[src/rtl/sseg_scan_mux_pkg.sv]
// Shared constants for the seven-segment scan multiplexer: segment bit
// positions and the active-low hex glyph table.
package sseg_scan_mux_pkg;

   localparam int SEG_A  = 0;
   localparam int SEG_B  = 1;
   localparam int SEG_C  = 2;
   localparam int SEG_D  = 3;
   localparam int SEG_E  = 4;
   localparam int SEG_F  = 5;
   localparam int SEG_G  = 6;
   localparam int SEG_DP = 7;

   // Index is the hex value; bit SEG_A..SEG_G, 0 = segment lit.
   localparam logic [6:0] HEX7_TABLE [16] = '{
      7'h40, 7'h79, 7'h24, 7'h30, 7'h19, 7'h12, 7'h02, 7'h78,
      7'h00, 7'h10, 7'h08, 7'h03, 7'h46, 7'h21, 7'h06, 7'h0E
   };

endpackage

[src/rtl/sseg_scan_mux_hex7seg_dec.sv]
// Combinational hex nibble to active-low a..g segment decoder.
module hex7seg_dec
   import sseg_scan_mux_pkg::*;
(
   input  logic [3:0] nibble,
   output logic [6:0] seg_n
);

   assign seg_n = HEX7_TABLE[nibble];

endmodule

[src/rtl/sseg_scan_mux.sv]
// Time-multiplexed seven-segment driver with frame-synchronous double
// buffering, anode guard blanking and optional leading-zero blanking.
module sseg_scan_mux
   import sseg_scan_mux_pkg::*;
#(
   parameter int NUM_DIGITS   = 4,
   parameter int PRESCALE     = 100000,
   parameter int BLANK_CYCLES = 2,
   parameter int LZB          = 0
) (
   input  logic                    clk,
   input  logic                    rst_n,
   input  logic [4*NUM_DIGITS-1:0] digits,
   input  logic [NUM_DIGITS-1:0]   dp,
   input  logic [NUM_DIGITS-1:0]   digit_en,
   input  logic                    load,
   output logic [NUM_DIGITS-1:0]   an,
   output logic [7:0]              sseg,
   output logic                    frame_start
);

   localparam int CNT_W = $clog2(PRESCALE);
   localparam int IDX_W = $clog2(NUM_DIGITS);
   localparam logic [CNT_W-1:0] CNT_LAST  = CNT_W'(PRESCALE - 1);
   localparam logic [CNT_W-1:0] CNT_BLANK = CNT_W'(BLANK_CYCLES);
   localparam logic [IDX_W-1:0] IDX_LAST  = IDX_W'(NUM_DIGITS - 1);

   logic [CNT_W-1:0]        cnt_r;
   logic [IDX_W-1:0]        idx_r;
   logic [4*NUM_DIGITS-1:0] stage_dig_r;
   logic [NUM_DIGITS-1:0]   stage_dp_r;
   logic [4*NUM_DIGITS-1:0] act_dig_r;
   logic [NUM_DIGITS-1:0]   act_dp_r;
   logic                    pending_r;
   logic                    wrap_d_r;
   logic [NUM_DIGITS-1:0]   an_r;
   logic [7:0]              sseg_r;
   logic                    frame_start_r;

   logic                    tick_s;
   logic                    wrap_s;
   logic [3:0]              nib_s;
   logic [6:0]              seg_dec_s;
   logic [NUM_DIGITS-1:0]   blank_s;
   logic [NUM_DIGITS-1:0]   an_next_s;
   logic [7:0]              sseg_next_s;

   assign tick_s = (cnt_r == CNT_LAST);
   assign wrap_s = tick_s && (idx_r == IDX_LAST);
   assign nib_s  = act_dig_r[{idx_r, 2'b00} +: 4];

   hex7seg_dec u_dec (
      .nibble (nib_s),
      .seg_n  (seg_dec_s)
   );

   // Prescaler and slot index; wrap_d_r marks the first cycle of a new frame.
   always_ff @(posedge clk or negedge rst_n) begin
      if (!rst_n) begin
         cnt_r    <= {CNT_W{1'b0}};
         idx_r    <= {IDX_W{1'b0}};
         wrap_d_r <= 1'b0;
      end else begin
         wrap_d_r <= wrap_s;
         if (tick_s) begin
            cnt_r <= {CNT_W{1'b0}};
            if (idx_r == IDX_LAST) begin
               idx_r <= {IDX_W{1'b0}};
            end else begin
               idx_r <= idx_r + IDX_W'(1);
            end
         end else begin
            cnt_r <= cnt_r + CNT_W'(1);
         end
      end
   end

   // Staging/active double buffer: active only changes on the frame wrap.
   always_ff @(posedge clk or negedge rst_n) begin
      if (!rst_n) begin
         stage_dig_r <= {(4*NUM_DIGITS){1'b0}};
         stage_dp_r  <= {NUM_DIGITS{1'b0}};
         act_dig_r   <= {(4*NUM_DIGITS){1'b0}};
         act_dp_r    <= {NUM_DIGITS{1'b0}};
         pending_r   <= 1'b0;
      end else if (load && wrap_s) begin
         act_dig_r <= digits;
         act_dp_r  <= dp;
         pending_r <= 1'b0;
      end else if (load) begin
         stage_dig_r <= digits;
         stage_dp_r  <= dp;
         pending_r   <= 1'b1;
      end else if (wrap_s && pending_r) begin
         act_dig_r <= stage_dig_r;
         act_dp_r  <= stage_dp_r;
         pending_r <= 1'b0;
      end
   end

   // A digit is blanked when it and every more-significant digit are zero.
   always_comb begin
      logic higher_zero;
      logic is_zero;
      higher_zero = 1'b1;
      blank_s     = {NUM_DIGITS{1'b0}};
      for (int i = NUM_DIGITS - 1; i >= 0; i--) begin
         is_zero     = (act_dig_r[4*i +: 4] == 4'h0);
         blank_s[i]  = (LZB != 0) && (i != 0) && higher_zero && is_zero;
         higher_zero = higher_zero && is_zero;
      end
   end

   // Next anode and segment values for the current slot position.
   always_comb begin
      an_next_s   = {NUM_DIGITS{1'b1}};
      sseg_next_s = 8'hFF;
      if (cnt_r < CNT_BLANK) begin
         an_next_s = {NUM_DIGITS{1'b1}};
      end else begin
         an_next_s[idx_r] = ~digit_en[idx_r];
      end
      sseg_next_s[SEG_DP] = ~act_dp_r[idx_r];
      if (blank_s[idx_r]) begin
         sseg_next_s[SEG_G:SEG_A] = 7'h7F;
      end else begin
         sseg_next_s[SEG_G:SEG_A] = seg_dec_s;
      end
   end

   // Output registers.
   always_ff @(posedge clk or negedge rst_n) begin
      if (!rst_n) begin
         an_r          <= {NUM_DIGITS{1'b1}};
         sseg_r        <= 8'hFF;
         frame_start_r <= 1'b0;
      end else begin
         an_r          <= an_next_s;
         sseg_r        <= sseg_next_s;
         frame_start_r <= wrap_d_r;
      end
   end

   assign an          = an_r;
   assign sseg        = sseg_r;
   assign frame_start = frame_start_r;

endmodule
[config.mk]
export PLATFORM = sky130hd
export DESIGN_NAME = sseg_scan_mux
export DESIGN_NICKNAME = d
export VERILOG_FILES = /design/src/rtl/sseg_scan_mux_pkg.sv /design/src/rtl/sseg_scan_mux_hex7seg_dec.sv /design/src/rtl/sseg_scan_mux.sv
export SDC_FILE = /design/constraint.sdc
export NUM_CORES = 1
export LEC_CHECK = 0
export CAP_MARGIN = 20
export CORE_MARGIN = 4
export CORE_UTILIZATION = 45
export DETAILED_ROUTE_END_ITERATION = 8
export GPL_TIMING_DRIVEN = 0
export PLACE_DENSITY = 0.7
export SKIP_CTS_REPAIR_TIMING = 1
export SLEW_MARGIN = 20
export SYNTH_ARGS = -nofsm -noshare
export SYNTH_HDL_FRONTEND = slang
export SYNTH_SLANG_ARGS = --single-unit
[constraint.sdc]
create_clock -name clk -period 2.2 [get_ports clk]
set_input_delay 0.22 -clock clk [delete_from_list [all_inputs] [get_ports clk]]
set_output_delay 0.22 -clock clk [all_outputs]
set_load 0.02 [all_outputs]
# Yosys cells after proc, flatten, opt, wreduce, memory -nomap -nowiden
# Memories as Yosys holds them, arrays and structs flattened. A register that Yosys moved wholly into a read port is not among the register bits.
# Index checks and enable logic that the tools add are counted.
[op_classes]
addsub = 2
magnitude_cmp = 4
n_eq_ne = 3
shift = 1
muxes = 23
bitwise = 6
reduce_logical = 9
[op_table]
columns = ["operator", "count"]
rows = [
  ["two-way mux 16 bit", 3],
  ["two-way mux 7 bit", 3],
  ["adder 17 x 1 -> 17 bit (second input constant)", 1],
  ["equality test 17 bit (second input constant)", 1],
  ["< comparator 17 x 2 -> 1 bit (second input constant)", 1],
  ["two-way mux 17 bit", 1],
  ["two-way mux 4 bit", 4],
  ["indexed part select 16 x 5 -> 4 bit", 1],
  ["two-way mux 1 bit", 7],
  ["binary-select mux 1 bit (select 2 bit)", 3],
  ["greater-or-equal comparator 5 bit (second input constant)", 1],
  ["inverter 4 -> 5 bit", 1],
  ["logical AND 1 bit", 4],
  ["inverter 4 bit", 1],
  ["OR 4 bit", 1],
  ["AND reduction 2 bit", 2],
  ["< comparator 2 x 3 -> 1 bit (second input constant)", 1],
  ["inverter 1 bit", 3],
  ["nonzero test 3 bit", 1],
  ["adder 2 x 1 -> 2 bit (second input constant)", 1],
  ["demux 1 bit (select 2 bit)", 1],
  ["equality test 2 bit (second input constant)", 1],
  ["greater-or-equal comparator 2 x 1 -> 1 bit (second input constant)", 1],
  ["two-way mux 2 bit", 1],
  ["3 further kinds", 3],
]
[totals]
ff_bits = 74
romBits = 112
output_inout_bits = 13
word_cells = 60
mem_count = 1
[mem_list]
columns = ["memory", "words", "width", "rd", "rd_ports_with_merged_regs", "wr", "line", "source"]
rows = [
  ["(name not given)", 16, 7, 1, 1, 0, "sseg_scan_mux_hex7seg_dec.sv:9", "assign seg_n = HEX7_TABLE[nibble];"],
]

# Depth between registers and ports, before layout
[depth]
ltp_word = 7
depth_mapped = 8

# Cells and area by module
# From an unflattened synthesis, not the netlist that was laid out.
[hier_totals]
hier_cells = 337
hier_area_um2 = 3857.4
[by_module_without_submodules]
columns = ["mod", "instances", "cells_each", "area_per_inst_um2"]
rows = [
  ["sseg_scan_mux", 1, 305, 3582.2],
  ["hex7seg_dec", 1, 32, 275.3],
]

# Worst setup path before layout
# OpenSTA, ideal clock, no wires.
[synth_path]
path_kind = "flip-flop to flip-flop"
startpoint = "reg cnt_r[12]"
endpoint = "reg act_dig_r[10]"
setup_ps = 134
t_arrival_ps = 2194
required_ps = 2066
slack_ps = -128
path_stages_with_launch = 7
synth_period_minus_slack_ps = 2328
cell_sequence = "dfrtp_1 -> or4_4 -> or4_4 -> or4_4 -> buf_6 -> o22ai_2 -> a21oi_1"
[synth_between]
elab_chain_len = 5
elab_cells_between_ends = 8
cone_classes = "2 x eq/ne; 1 x mux; 5 x reduce/logical"
[synth_lines]
columns = ["element", "line", "source"]
rows = [
  ["from (decl)", "sseg_scan_mux.sv:28", "logic [CNT_W-1:0] cnt_r;"],
  ["from (signal assigned)", "sseg_scan_mux.sv:60", "cnt_r <= {CNT_W{1'b0}};"],
  ["from (signal assigned)", "sseg_scan_mux.sv:66", "cnt_r <= {CNT_W{1'b0}};"],
  ["from (signal assigned)", "sseg_scan_mux.sv:73", "cnt_r <= cnt_r + CNT_W'(1);"],
  ["equality test 17 bit (*)", "sseg_scan_mux.sv:48", "assign tick_s = (cnt_r == CNT_LAST);"],
  ["logical AND 1 bit (*)", "sseg_scan_mux.sv:49", "assign wrap_s = tick_s && (idx_r == IDX_LAST);"],
  ["logical AND 1 bit (on tied branches)", "sseg_scan_mux.sv:86, sseg_scan_mux.sv:94", ""],
  ["!= test 2 x 1 -> 1 bit (no line) / nonzero test 2 bit (equally long branches)", "n/a", ""],
  ["AND reduction 2 bit (no line)", "n/a", ""],
  ["to (signal assigned)", "sseg_scan_mux.sv:83", "act_dig_r <= {(4*NUM_DIGITS){1'b0}};"],
  ["to (signal assigned)", "sseg_scan_mux.sv:87", "act_dig_r <= digits;"],
  ["to (signal assigned)", "sseg_scan_mux.sv:95", "act_dig_r <= stage_dig_r;"],
  ["to (decl)", "sseg_scan_mux.sv:32", "logic [4*NUM_DIGITS-1:0] act_dig_r;"],
]
# Mark *: on every way between the ends. The rest lies on a longest branch, timed or not.
# A chain may end at the register's enable or synchronous reset.

# Worst setup path after layout
[layout_path]
startpoint = "reg cnt_r[8]"
endpoint = "reg act_dp_r[1]"
[layout_between]
elab_chain_len = 5
elab_cells_between_ends = 8
cone_classes = "2 x eq/ne; 1 x mux; 5 x reduce/logical"
[layout_lines]
columns = ["element", "line", "source"]
rows = [
  ["equality test 17 bit (*)", "sseg_scan_mux.sv:48", ""],
  ["logical AND 1 bit (*)", "sseg_scan_mux.sv:49", ""],
  ["logical AND 1 bit (on tied branches)", "sseg_scan_mux.sv:86, sseg_scan_mux.sv:94", ""],
  ["!= test 2 x 1 -> 1 bit (no line) / nonzero test 2 bit (equally long branches)", "n/a", ""],
  ["AND reduction 2 bit (no line)", "n/a", ""],
  ["to (signal assigned)", "sseg_scan_mux.sv:84", "act_dp_r <= {NUM_DIGITS{1'b0}};"],
  ["to (signal assigned)", "sseg_scan_mux.sv:88", "act_dp_r <= dp;"],
  ["to (signal assigned)", "sseg_scan_mux.sv:96", "act_dp_r <= stage_dp_r;"],
  ["to (decl)", "sseg_scan_mux.sv:33", "logic [NUM_DIGITS-1:0] act_dp_r;"],
]
# Marked as above.

==> flow_summary.json <==
{
  "wl_mm": 7.96,
  "reg2reg_from": "cnt_r[8]$_DFF_PN0_",
  "whs_ns": 0.358,
  "drive_gt1_share_pct": 27.1,
  "clock_latency_ns": 0.34,
  "synthArstFlopShare_pct": 100,
  "syn_nets": 337,
  "die_w_microns": 96.7,
  "grt_pass1_wl_mm": 12.5,
  "worstMarginPinSlew_ns": 0.591,
  "synth-simple-area-share_pct": 13.0,
  "critical_path.top_delay_family": "simple AND/OR/NAND/NOR gates",
  "hold_path_depth": 0,
  "cts_sinks": 74,
  "setup_viol_count_final": 41,
  "synth_seq_area_share_pct": 52.7,
  "clock_skew_ns": 0.0123,
  "synth.ff_latch_count": 74,
  "fin_crit_sh_pct": 111,
  "synth_area_sq_mm": 0.00354,
  "timing.final.ws_setup_ns": -0.240,
  "critPathSlowestCell": "or4_4",
  "yosys.area.top_type": "dfrtp_1",
  "synth_top_family_by_area": "simple AND/OR/NAND/NOR gates",
  "fin_setup_tns_ns": -6.52,
  "ant_nets": 0,
  "cts_inserted_buffers": 9,
  "r2r-end": "act_dp_r[1]$_DFFE_PN0P_",
  "worst_setup_path_start_kind": "flip-flop",
  "clock_path_buffers": 2,
  "ff2ff_path_depth": 6,
  "synth.avg_cell_area_sq_um": 11.8,
  "synth_top_area_share_pct": 43.8,
  "p_per_area_mw_per_mm2": 661,
  "path_common_cell": "or4_4",
  "rsz0062_at_grt": "yes",
  "first_iter_violations": 91,
  "seqPwrFrac_pct": 47.7,
  "hold_violations": 0,
  "die_h_microns": 96.7,
  "min_from": "wrap_d_r$_DFF_PN0_",
  "synthAdderAreaFrac_pct": 3.89,
  "cts_tree": "yes",
  "ir_drop_uv": 278,
  "synth-edff-count": 0,
  "syn2layout_area_growth_pct": 30.3,
  "path_class": "flip-flop to flip-flop",
  "fillers": 618,
  "first_global_vias": 2557,
  "start_util_pct": 46.0,
  "antennaDiodeCount": 0,
  "gr-total-overflow": 0,
  "netSwitchingPower_w": 0.000670,
  "ys_warn_count": 0,
  "swShare_pct": 22.0,
  "synth_compound_area_share_pct": 12.4,
  "path_max_fanout": 9,
  "yosysUniqueCellTypes": 41,
  "finalCriticalPeriod_ns": 2.44,
  "cp_slowest_stage_delay_ns": 0.57,
  "grt_use_total_pct": 16.6,
  "dp_hpwl_mm": 5.02,
  "p_comb_share_pct": 9.5,
  "synthMuxAreaShare_pct": 10.8,
  "status": "finished, violations left",
  "clkTransAtPathRegs_ns": 0.08,
  "finalMaxSlewViolations": 0,
  "htreeDepth": 3,
  "path_cells": "or4_4 > or4_4 > or4_4 > buf_8 > o22ai_2 > a21oi_1",
  "cp.arrival_ns": 2.64,
  "yosys-top-cells-area": "dfrtp_1 (44%), dfstp_2 (8.9%), mux2_2 (7.0%), ha_1 (3.9%), mux4_2 (3.8%)",
  "worst_hold_path_type": "flip-flop to flip-flop",
  "die_area_sq_mm": 0.00935,
  "postLayoutCellArea_sq_mm": 0.00461,
  "synthFlopType": "dfrtp_1",
  "layout.nets": 402,
  "p_int_w": 0.00238,
  "critPathBufInv": 1,
  "dr.pass1.iters": 4,
  "fmax_mhz": 410,
  "port_buffers": 39,
  "vias": 2572,
  "min_to": "frame_start$_DFF_PN0_",
  "relSlewSlack_pct": 60.5,
  "cp.required_ns": 2.40,
  "crit_path_end_kind": "flip-flop",
  "place.gp.congestion": 0.832,
  "wl_per_cell_microns": 16.9,
  "netlist_instances": 299,
  "route.detailed.drc": 0,
  "r2r_slack_ns": -0.24,
  "grt_max_degree": 42,
  "ioPinCount": 40,
  "antenna_found_initial": 0,
  "core_sq_mm": 0.00769,
  "failed_checks": "setup timing",
  "place_area_sq_mm": 0.00409,
  "synth_xor_area_share_pct": 3.71,
  "via_per_inst": 5.46,
  "cts_root_buf": "clkbuf_8",
  "row_count": 32,
  "leakage_nw": 1.98,
  "p_clk_share_pct": 42.8,
  "cap_violations": 0
}
[synth_stat cells, types with 2 or more instances]
cell type,count
a21oi_1,11
a2bb2oi_1,10
and3_1,2
buf_2,2
clkbuf_1,7
dfrtp_1,62
dfstp_2,12
ha_1,11
inv_1,11
mux2_2,22
mux4_2,6
nand2_1,16
nand3_1,10
nand4_1,6
nor2_1,20
nor2b_1,3
nor3_1,5
nor4_1,2
o21a_1,3
o21ai_0,15
o22ai_1,10
o22ai_2,9
or3_1,11
or4_4,3
xnor2_1,10
xor2_1,5
[worst reg2reg max path, stage by stage, from the launching register on]
cell and delay, ns:
dfrtp_1 0.40, or4_4 0.57, or4_4 0.45, or4_4 0.50, buf_8 0.17, o22ai_2 0.12, a21oi_1 0.09
[layer usage]
layer  up-vias  GRT usage [%]  routed length [microns]
met3        10           3.97                      305
met1      1284           22.9                     3780
met4         0           6.05                      111
met5         -              0                        0
li1       1216              -                        -
met2        62           25.5                     3760
[state kept, by name, summed over array words and instances (netlist names), 2 cells and up]
register / flops
sseg: 8
stage_dig_r: 16
stage_dp_r: 4
act_dp_r: 4
cnt_r: 17
idx_r: 2
act_dig_r: 16
an: 4
[cells in the final DEF, fill, tap and decap left out, types with 2 or more instances in the layout]
master           instances
a21oi_1                 11
a2bb2oi_1               10
o22ai_1                 10
clkbuf_2                 2
dfstp_2                 12
or3_1                   11
nor2b_1                  3
nor4_1                   2
dfrtp_1                 61
buf_4                   13
clkbuf_16                2
and3_1                   2
clkbuf_8                11
dlygate4sd3_1            2
xnor2_1                 10
clkinvlp_4               2
inv_1                   11
mux2_2                   2
buf_12                   2
o21a_1                   3
mux2_4                  20
nor2_1                  20
xor2_1                   5
clkdlybuf4s50_1         38
o22ai_2                  9
clkbuf_1                 4
ha_1                    10
o21ai_0                 15
nor3_1                   5
buf_8                    2
mux4_2                   6
nand2_1                 14
bufinv_16                3
nand4_1                  6
nand3_1                  9
or4_4                    3
[metrics by stage]
| step | std cells | total power, W | util [%] | worst slack [ns] |
|---|---|---|---|---|
| 6_report | 471 | 0.00305 | 60.0 | -0.240 |
| 5_1_grt | 471 | 0.00315 | 60.0 | -0.291 |
| 4_1_cts | 457 | 0.00302 | 56.5 | -0.325 |
| 3_5_place_dp | 441 | 0.00172 | 53.3 | -0.302 |
| 3_3_place_gp | 440 | 0.00171 | 53.0 | -1.66 |
| 2_1_floorplan | 299 | 0.00159 | - | -0.127 |
[logic make-up (layout without fill, tap and decap cells)]
group / after synthesis / after routing
AO/OA/AOI/OAI: 61 / 61
XOR/XNOR: 15 / 15
adder cells (fa/ha/maj): 11 / 11
buffers and inverters: 25 / 95
flip-flops: 74 / 74
multiplexers: 28 / 28
AND/OR/NAND/NOR: 85 / 85
[worst max path at each step]
stage                     depth (start not counted)                 from                           to  slack, ns
final                                             6   cnt_r[8]$_DFF_PN0_      act_dp_r[1]$_DFFE_PN0P_      -0.24
after global routing                              6   cnt_r[6]$_DFF_PN0_    act_dig_r[10]$_DFFE_PN0P_      -0.29
after CTS                                         6  cnt_r[13]$_DFF_PN0_  stage_dig_r[10]$_DFFE_PN0P_      -0.32
after detailed placement                          6  cnt_r[13]$_DFF_PN0_  stage_dig_r[11]$_DFFE_PN0P_      -0.30
after global placement                            1                rst_n   stage_dig_r[6]$_DFFE_PN0P_      -1.66
after floorplan                                   6  cnt_r[12]$_DFF_PN0_    act_dig_r[10]$_DFFE_PN0P_      -0.13
[power by group through the flow]
stage	Sequential, W	Combinational, W	Clock, W
5_1_grt	0.00146	0.000315	0.00138
4_1_cts	0.00145	0.000248	0.00132
2_1_floorplan	0.00148	0.000112	0
3_3_place_gp	0.00147	0.000240	0
6_report	0.00145	0.000290	0.00130
3_5_place_dp	0.00148	0.000247	0
[cell type report]
type | instances | area, sq um | share of cell area (%)
Sequential cell | 74 | 1870 | 40.5
Multi-Input combinational cell | 200 | 1650 | 35.8
Timing Repair Buffer | 54 | 551 | 11.9
Clock buffer | 10 | 138 | 2.99
Tap cell | 102 | 128 | 2.77
Buffer | 13 | 118 | 2.55
Clock inverter | 6 | 114 | 2.47
Inverter | 12 | 45.0 | 0.977
(Power assumes the default switching activity.)
